### config.mk
export PLATFORM = sky130hd
export DESIGN_NAME = sync_fifo_flat
export DESIGN_NICKNAME = d
export VERILOG_FILES = /design/src/rtl/sync_fifo_if.sv /design/src/rtl/sync_fifo.sv /design/src/flat_wrapper.sv
export SDC_FILE = /design/constraint.sdc
export NUM_CORES = 1
export LEC_CHECK = 0
export CORE_MARGIN = 2
export CORE_UTILIZATION = 40
export CTS_BUF_LIST = sky130_fd_sc_hd__clkbuf_8
export DETAILED_ROUTE_END_ITERATION = 10
export GPL_ROUTABILITY_DRIVEN = 0
export PLACE_DENSITY = 0.69
export SYNTH_ARGS = -nofsm -noshare
export SYNTH_HDL_FRONTEND = slang
export SYNTH_SLANG_ARGS = --single-unit
### constraint.sdc
create_clock -name clk -period 2.75 [get_ports clk]
set_input_delay 0.55 -clock clk [delete_from_list [all_inputs] [get_ports clk]]
set_output_delay 0.55 -clock clk [all_outputs]
set_load 0.05 [all_outputs]
### src/rtl/sync_fifo_if.sv
// Handshake bundle between a FIFO and the logic that fills and drains it.
// The producer/consumer side uses the master modport; the FIFO uses slave.
interface sync_fifo_if #(
    parameter int DATA_WIDTH = 32
);
    logic [DATA_WIDTH-1:0] data_write;
    logic                  write;
    logic                  full;
    logic                  almost_full;
    logic [DATA_WIDTH-1:0] data_read;
    logic                  next_read;
    logic                  empty;

    modport master (
        output data_write,
        output write,
        output next_read,
        input  full,
        input  almost_full,
        input  data_read,
        input  empty
    );

    modport slave (
        input  data_write,
        input  write,
        input  next_read,
        output full,
        output almost_full,
        output data_read,
        output empty
    );
endinterface

### src/rtl/sync_fifo.sv
// Single-clock first-word-fall-through FIFO.
// The head word is driven combinationally from storage. Status flags decode
// only from the registered occupancy count, so they never depend on this
// cycle's write/next_read.
module sync_fifo #(
    parameter int NUM_SLOTS     = 4,
    parameter int LOG_NUM_SLOTS = 2,
    parameter int DATA_WIDTH    = 32
) (
    input  logic        clk,
    input  logic        rst,
    sync_fifo_if.slave  bus_io
);

    localparam logic [LOG_NUM_SLOTS-1:0] PTR_LAST   = (LOG_NUM_SLOTS)'(NUM_SLOTS - 1);
    localparam logic [LOG_NUM_SLOTS-1:0] PTR_ONE    = (LOG_NUM_SLOTS)'(1);
    localparam logic [LOG_NUM_SLOTS:0]   CNT_ONE    = (LOG_NUM_SLOTS + 1)'(1);
    localparam logic [LOG_NUM_SLOTS:0]   CNT_FULL   = (LOG_NUM_SLOTS + 1)'(NUM_SLOTS);
    localparam logic [LOG_NUM_SLOTS:0]   CNT_AFULL  = (LOG_NUM_SLOTS + 1)'(NUM_SLOTS - 1);

    logic [DATA_WIDTH-1:0]    mem_q [NUM_SLOTS];
    logic [LOG_NUM_SLOTS-1:0] wr_ptr_q, wr_ptr_d;
    logic [LOG_NUM_SLOTS-1:0] rd_ptr_q, rd_ptr_d;
    logic [LOG_NUM_SLOTS:0]   count_q,  count_d;

    logic full_w;
    logic empty_w;
    logic wr_acc;
    logic rd_acc;

    // Pointers wrap by explicit compare so NUM_SLOTS need not be a power of two.
    function automatic logic [LOG_NUM_SLOTS-1:0] ptr_inc(input logic [LOG_NUM_SLOTS-1:0] p);
        if (p == PTR_LAST) begin
            return '0;
        end
        return p + PTR_ONE;
    endfunction

    assign full_w  = (count_q == CNT_FULL);
    assign empty_w = (count_q == '0);

    // Acceptance uses start-of-cycle flags: a write while full is dropped even
    // if a read frees a slot this cycle, and a read while empty is ignored even
    // if a word is written this cycle (no same-cycle bypass).
    assign wr_acc = bus_io.write     & ~full_w;
    assign rd_acc = bus_io.next_read & ~empty_w;

    assign bus_io.full        = full_w;
    assign bus_io.empty       = empty_w;
    assign bus_io.almost_full = (count_q >= CNT_AFULL);
    assign bus_io.data_read   = mem_q[rd_ptr_q];

    // Next-state for pointers and occupancy.
    always_comb begin
        wr_ptr_d = wr_ptr_q;
        rd_ptr_d = rd_ptr_q;
        count_d  = count_q;
        if (wr_acc) begin
            wr_ptr_d = ptr_inc(wr_ptr_q);
        end
        if (rd_acc) begin
            rd_ptr_d = ptr_inc(rd_ptr_q);
        end
        case ({wr_acc, rd_acc})
            2'b10:   count_d = count_q + CNT_ONE;
            2'b01:   count_d = count_q - CNT_ONE;
            default: count_d = count_q;
        endcase
    end

    // Control state; reset empties the FIFO immediately and restarts at slot 0.
    always_ff @(posedge clk or posedge rst) begin
        if (rst) begin
            wr_ptr_q <= '0;
            rd_ptr_q <= '0;
            count_q  <= '0;
        end else begin
            wr_ptr_q <= wr_ptr_d;
            rd_ptr_q <= rd_ptr_d;
            count_q  <= count_d;
        end
    end

    // Storage is not reset; stale words are unreachable once count is zero.
    always_ff @(posedge clk) begin
        if (wr_acc) begin
            mem_q[wr_ptr_q] <= bus_io.data_write;
        end
    end

endmodule

### src/flat_wrapper.sv
// flat-port wrapper written by rule: the top's interface ports become plain ports
module sync_fifo_flat 
#(
    parameter int NUM_SLOTS     = 4,
    parameter int LOG_NUM_SLOTS = 2,
    parameter int DATA_WIDTH    = 32
)
  (clk, rst, bus_io_data_write, bus_io_write, bus_io_next_read, bus_io_full, bus_io_almost_full, bus_io_data_read, bus_io_empty);
  sync_fifo_if #(.DATA_WIDTH(DATA_WIDTH)) bus_io_i ();
  input  logic clk;
  input  logic rst;
  input wire logic [$bits(bus_io_i.data_write)-1:0] bus_io_data_write;
  input wire logic [$bits(bus_io_i.write)-1:0] bus_io_write;
  input wire logic [$bits(bus_io_i.next_read)-1:0] bus_io_next_read;
  output wire logic [$bits(bus_io_i.full)-1:0] bus_io_full;
  output wire logic [$bits(bus_io_i.almost_full)-1:0] bus_io_almost_full;
  output wire logic [$bits(bus_io_i.data_read)-1:0] bus_io_data_read;
  output wire logic [$bits(bus_io_i.empty)-1:0] bus_io_empty;
  assign bus_io_i.data_write = bus_io_data_write;
  assign bus_io_i.write = bus_io_write;
  assign bus_io_i.next_read = bus_io_next_read;
  assign bus_io_full = bus_io_i.full;
  assign bus_io_almost_full = bus_io_i.almost_full;
  assign bus_io_data_read = bus_io_i.data_read;
  assign bus_io_empty = bus_io_i.empty;
  sync_fifo #(.NUM_SLOTS(NUM_SLOTS), .LOG_NUM_SLOTS(LOG_NUM_SLOTS), .DATA_WIDTH(DATA_WIDTH)) u_core (.clk(clk), .rst(rst), .bus_io(bus_io_i));
endmodule
==> impl_results.md, run 1 <==
- Post-route cell area: 6515 µm²
- Most frequent cells in the layout: 128 x edfxtp_1, 38 x clkdlybuf4s50_1, 30 x buf_4
- Outcome: finished clean
- CTS Sinks: 135
- Chip width: 117.6 µm
- Mapped Nets: 253
- Pre-CTS setup slack: 451.0 ps
- Worst EP arrival: 2030 ps
- Reg2reg start: u_core.count_q[1]
- Crit Path Max Fanout: 13
- Netlist cell types: 24
- Final min period: 2581 ps
- # rows: 41
- Peak VDD IR: 0.7910 mV
- Cells after synthesis: 210
- Post-CTS setup buffer count: 0
- Count of TritonRoute iterations in the first routing pass: 4
- Leak Pwr: 2.256 nW
- Worst R2R Setup Slack: 780 ps
- Pin count of the biggest net entering global routing: 33
- Final Hold Vio Count: 0
- IO Port Bufs: 70
- Fin crit share: 93.85%
- Clock-pin slew on the worst setup and hold paths: 70 ps
- Die footprint: 13,820 µm²
- Setup ws final: 169.0 ps
- Vias in the first global route: 2,496
- I/O Pins: 71
- Max_slew headroom: 64.03%
- CTS tree: built
- Synth top area cells: edfxtp_1 75%, mux4_2 12%, dfrtp_1 3.4%, mux4_1 2.0%, ha_1 1.5%
- Fmax: 0.3874 GHz
- Crit path kind: reg -> out
- MaxCap Viol Count: 0
- Wire per inst: 17.57 µm
- First-pass GRT wire length: 13,410 µm
- Pins over their slew limit: 0
- Register-to-Register Path Depth: 9
- Setup crit end kind: output pin
- Worst Hold Slack: 354.9 ps
- Total Power: 7.937 mW
- Final WL: 8559 µm
- Worst Hold Class: in -> async
- WP data required: 2200 ps
- Register area share after synthesis: 77.90%
- Worst slew pin tran: 539.5 ps
- Antenna violations before repair: 0
- Later-pin clock latency in the skew report: 430 ps
- Leading cell type in the layout, fill and taps excluded: edfxtp_1
- Ys Warns: 0
- Final Skew: 4.895 ps
- Worst setup path start: u_core.rd_ptr_q[0]
- Congestion Overflow GR: 0
- Total track usage: 13.34%
- Post-Place Cell Area: 6157 µm²
- Startpoint Class: flip-flop
- Layout Area Growth over Synthesis: 26.29%
- Capture point of the worst reg-to-reg path: u_core.count_q[2]
- Htree depth: 4
- Fillers: 1,023
- Drt drc: 0
- Avg Cell Area, Syn: 24.57 µm²
- Core ar.: 12,620 µm²
- Via count: 2,337
- Synth top area share: 74.51%
- Total CTS buffers: 17
- Antenna diode count: 0
- Unrepaired setup endpoints after global routing: no
- Chip height: 117.6 µm
- Initial DRC Count: 125
- Yosys top cell by area: edfxtp_1
- Flops & latches, synth: 135
- Root Driver: clkbuf_8
- Setup TNS: 0 ps
- Initial Util: 40.88%
- DR vias/cell: 4.799
- Final nets: 345
- Pwr/cell area: 1218 nW/µm²
- Final Setup Violations: 0
- ANT nets after route: 0
- Cell Area, Synth: 5159 µm²
- Clk buf depth: 2
- HPWL after DPL: 5280 µm
- Layout cells sized above 1: 34.60%
==> layout make-up <==
| cell class | count | area [µm²] | share of cell area [%] |
|---|---|---|---|
| flip-flops and latches | 135 | 4024 | 61.76 |
| repair buffers | 81 | 865.8 | 13.29 |
| inverters | 8 | 30.03 | 0.4609 |
| well taps | 172 | 215.2 | 3.303 |
| clock inverters | 15 | 121.4 | 1.863 |
| clock buffers | 17 | 234.0 | 3.591 |
| multi-input cells | 59 | 1025 | 15.73 |
==> flip-flops by register name (all words and copies together) (netlist names) <==
register         flops
u_core.mem_q       128
u_core.count_q       3
u_core.wr_ptr_q      2
u_core.rd_ptr_q      2
==> logic make-up after synthesis <==
logic type               synth area share [%]
XOR/XNOR                               0.5094
AND/OR/NAND/NOR                         1.795
adder cells (fa/ha/maj)                 1.843
AO/OA/AOI/OAI                          0.1456
flip-flops                              77.90
buffers and inverters                   2.328
multiplexers                            15.47
==> routing by layer <==
metal	up-vias	track usage, %	wire (µm)
met5	-	0	0
met4	0	6.325	137
met3	15	5.233	438
met2	60	21.42	4293
met1	1207	15.85	3689
li1	1055	-	-
==> through the flow <==
stage | std cells | util (%)
after global routing | 487 | 51.63
after detailed placement | 455 | 48.79
after floorplan | 210 | -
after global placement | 455 | 48.79
after CTS | 487 | 51.61
final | 487 | 51.63
==> synthesized netlist by cell type (all sizes together) <==
master / n
a21o: 1
and2: 4
buf: 7
clkbuf: 1
dfrtp: 7
edfxtp: 128
fa: 1
ha: 6
inv: 8
mux2: 4
mux2i: 1
mux4: 32
nand2b: 1
nor2: 3
nor2b: 1
nor3: 1
nor3b: 1
xnor2: 1
xor2: 2
==> where the power goes <==
part           total [mW]  switching (mW)  leakage [nW]  internal, mW
clock network        1.46           0.686         0.189         0.773
logic                3.52            2.04         0.814          1.48
registers            2.96           0.235          1.25          2.73
total                7.94            2.96          2.26          4.98
==> how the worst max path moves through the flow <==
| stage | to |
|---|---|
| 6_report | bus_io_data_read[2] |
| 5_1_grt | bus_io_data_read[25] |
| 4_1_cts | bus_io_data_read[25] |
| 3_5_place_dp | u_core.count_q[2] |
| 3_3_place_gp | u_core.count_q[2] |
| 2_1_floorplan | u_core.count_q[2] |
==> what timing repair did <==
action / 4_1_cts / 5_1_grt
endpoints found under the setup margin: 0 / 8
hold buffers: 0 / 0
endpoints found under the hold margin: 0 / 0
gates resized for setup: 0 / 1
==> critical path: stages, from the launching register on <==
cell,delay [ps]
dfrtp_4,560
buf_4,260
mux4_1,570
buf_4,210
No activity file was read; power rests on OpenSTA's default activity.
==> run 2: changes to the inputs <==
--- a/config.mk
+++ b/config.mk
@@ -5,12 +5,12 @@
 export SDC_FILE = /design/constraint.sdc
 export NUM_CORES = 1
 export LEC_CHECK = 0
-export CORE_MARGIN = 2
-export CORE_UTILIZATION = 40
+export CORE_MARGIN = 1
+export CORE_UTILIZATION = 42
 export CTS_BUF_LIST = sky130_fd_sc_hd__clkbuf_8
 export DETAILED_ROUTE_END_ITERATION = 10
 export GPL_ROUTABILITY_DRIVEN = 0
-export PLACE_DENSITY = 0.69
+export PLACE_DENSITY = 0.72
 export SYNTH_ARGS = -nofsm -noshare
 export SYNTH_HDL_FRONTEND = slang
 export SYNTH_SLANG_ARGS = --single-unit
==> run 2 against run 1 <==
  * Utilization increased by 2.6 points
  * Largest power group unchanged
  * Non-clock buffer count decreased by 2
  * Total power increased by 2.3%
  * Final area about the same
  * Fmax decreased by 0.85%
  * Clock skew increased by 2.7 ps
  * Worst setup slack got worse by 22 ps
  * Register-to-register slack about the same
  * Critical endpoint is now bus_io_data_read[21]
==> impl_results.md, run 2 (synthesis results as in run 1) <==
- Most frequent cells in the layout: 128 x edfxtp_1, 38 x clkdlybuf4s50_1, 31 x buf_4
- Worst slew pin tran: 809.9 ps
- Drt drc: 0
- Logic pwr share: 40.7%
- Initial Util: 42.95%
- Worst EP arrival: 2050 ps
- Worst R2R Setup Slack: 780 ps
- Fmax: 0.3841 GHz
- Final Hold Vio Count: 0
- Startpoint Class: flip-flop
- Critical Path Slowest Stage Cell: dfrtp_4
- Pins over their slew limit: 0
- Fin crit share: 94.66%
- Cells along the critical path: buf_4 > mux4_2 > buf_4
- Largest register by flop count: u_core.mem_q
- CP delay by family, top: flip-flops
- Chip width: 112.8 µm
- Wire per inst: 17.94 µm
- CTS Sinks: 135
- Leak Pwr: 2.257 nW
- # rows: 40
- Final min period: 2603 ps
- Setup TNS: 0 ps
- CP Buf/Inv Count: 2
- Antenna violations before repair: 0
- HPWL after DPL: 5028 µm
- WP data required: 2200 ps
- Count of TritonRoute iterations in the first routing pass: 4
- DR vias/cell: 5.100
- Leading cell type in the layout, fill and taps excluded: edfxtp_1
- Peak VDD IR: 0.8260 mV
- Number of flip-flops in the largest register: 128
- ANT nets after route: 0
- Pwr/cell area: 1245 nW/µm²
- Clk buf depth: 2
- Total Power: 8.116 mW
- Post-CTS setup buffer count: 0
- Worst Hold Class: in -> async
- Congestion Overflow GR: 0
- Chip height: 112.8 µm
- Worst Hold Slack: 356.4 ps
- Final Skew: 7.551 ps
- Final Setup Violations: 0
- Switching Fraction: 36.34%
- Most used cell, CP: buf_4
- Total CTS buffers: 17
- Max_slew headroom: 46.01%
- Largest registers: u_core.mem_q x128, u_core.count_q x3
- Int Power: 5.167 mW
- Antenna diode count: 0
- Unrepaired setup endpoints after global routing: no
- Layout Area Growth over Synthesis: 26.34%
- Clk pwr share: 22.0%
- CTS tree: built
- Vias in the first global route: 2,457
- Total track usage: 13.94%
- Outcome: finished clean
- Crit Path Max Fanout: 18
- Final WL: 8253 µm
- P_sw: 2.949 mW
- Setup crit end kind: output pin
- Flop pwr share: 37.3%
- IO Port Bufs: 70
- Via count: 2,346
- MaxCap Viol Count: 0
- Final nets: 343
- Fin util: 54.26%
- Htree depth: 4
- Layout cells sized above 1: 35.14%
- Core ar.: 12,010 µm²
- Pin count of the biggest net entering global routing: 34
- First-pass GRT wire length: 12,630 µm
- Crit path kind: reg -> out
- Die footprint: 12,730 µm²
- Initial DRC Count: 74
- Later-pin clock latency in the skew report: 420 ps
- Clock-pin slew on the worst setup and hold paths: 70 ps
- Root Driver: clkbuf_8
- Crit-path max cell delay: 660 ps
- I/O Pins: 71
[run 2: cell type report]
cell class	count	area, µm²
tap	147	183.9
sequential	135	4024
clock inverter	15	207.7
multi-input combinational	59	1025
inverter	8	30.03
fill	946	5494
clock buffer	17	234.0
timing repair buffer	79	813.3
[run 2: power groups by stage]
stage,sequential (mW),clock (mW),combinational [mW]
global route,3.09,1.91,3.46
floorplan,2.87,0,2.48
finish,3.03,1.79,3.30
global placement,3.07,0,3.32
CTS,3.05,1.82,3.35
detailed placement,3.09,0,3.35
[run 2: worst register-to-register path, stage by stage, from the launching register on]
cell and delay [ps]:
dfrtp_1 450, nor3b_4 270, nor2b_4 100, inv_1 60, ha_1 170, inv_1 60
fa_1 380, xor2_1 150, nor2_1 110, xor2_1 150
[run 2: path summary, 6_finish.rpt]
path | start | endpoint | cells past startpoint
setup reg to reg | u_core.count_q[1] | u_core.count_q[2] | 9
hold reg to reg | u_core.count_q[2] | u_core.count_q[2] | 1
min in group clk | u_core.count_q[2] | u_core.count_q[2] | 1
setup / recovery | u_core.rd_ptr_q[0] | bus_io_data_read[21] | 3
hold / removal | rst | u_core.wr_ptr_q[1] | 2
max in group asynchronous | rst | u_core.rd_ptr_q[0] | 2
[run 2: metal layers]
metal  up-vias  GRT usage (%)  share of wire (%)
met1      1219          16.41                 43
met2        62          22.67                 50
met4         0          5.867                1.3
li1       1052              -                  -
met3        13          5.785                5.8
met5         -              0                  0
[run 2: repair_timing]
| item | CTS | global route |
|---|---|---|
| resized for setup | 1 | 0 |
| setup endpoints to repair | 11 | 0 |
| hold buffers | 0 | 0 |
[run 2: metrics by stage]
step | instance area (µm²) | setup slack (ps) | std cells
after global routing | 6518 | 17.34 | 460
after CTS | 6518 | 89.37 | 460
after global placement | 6073 | 396.0 | 428
after detailed placement | 6073 | 400.3 | 428
final | 6518 | 146.8 | 460
after floorplan | 5159 | 407.2 | 210
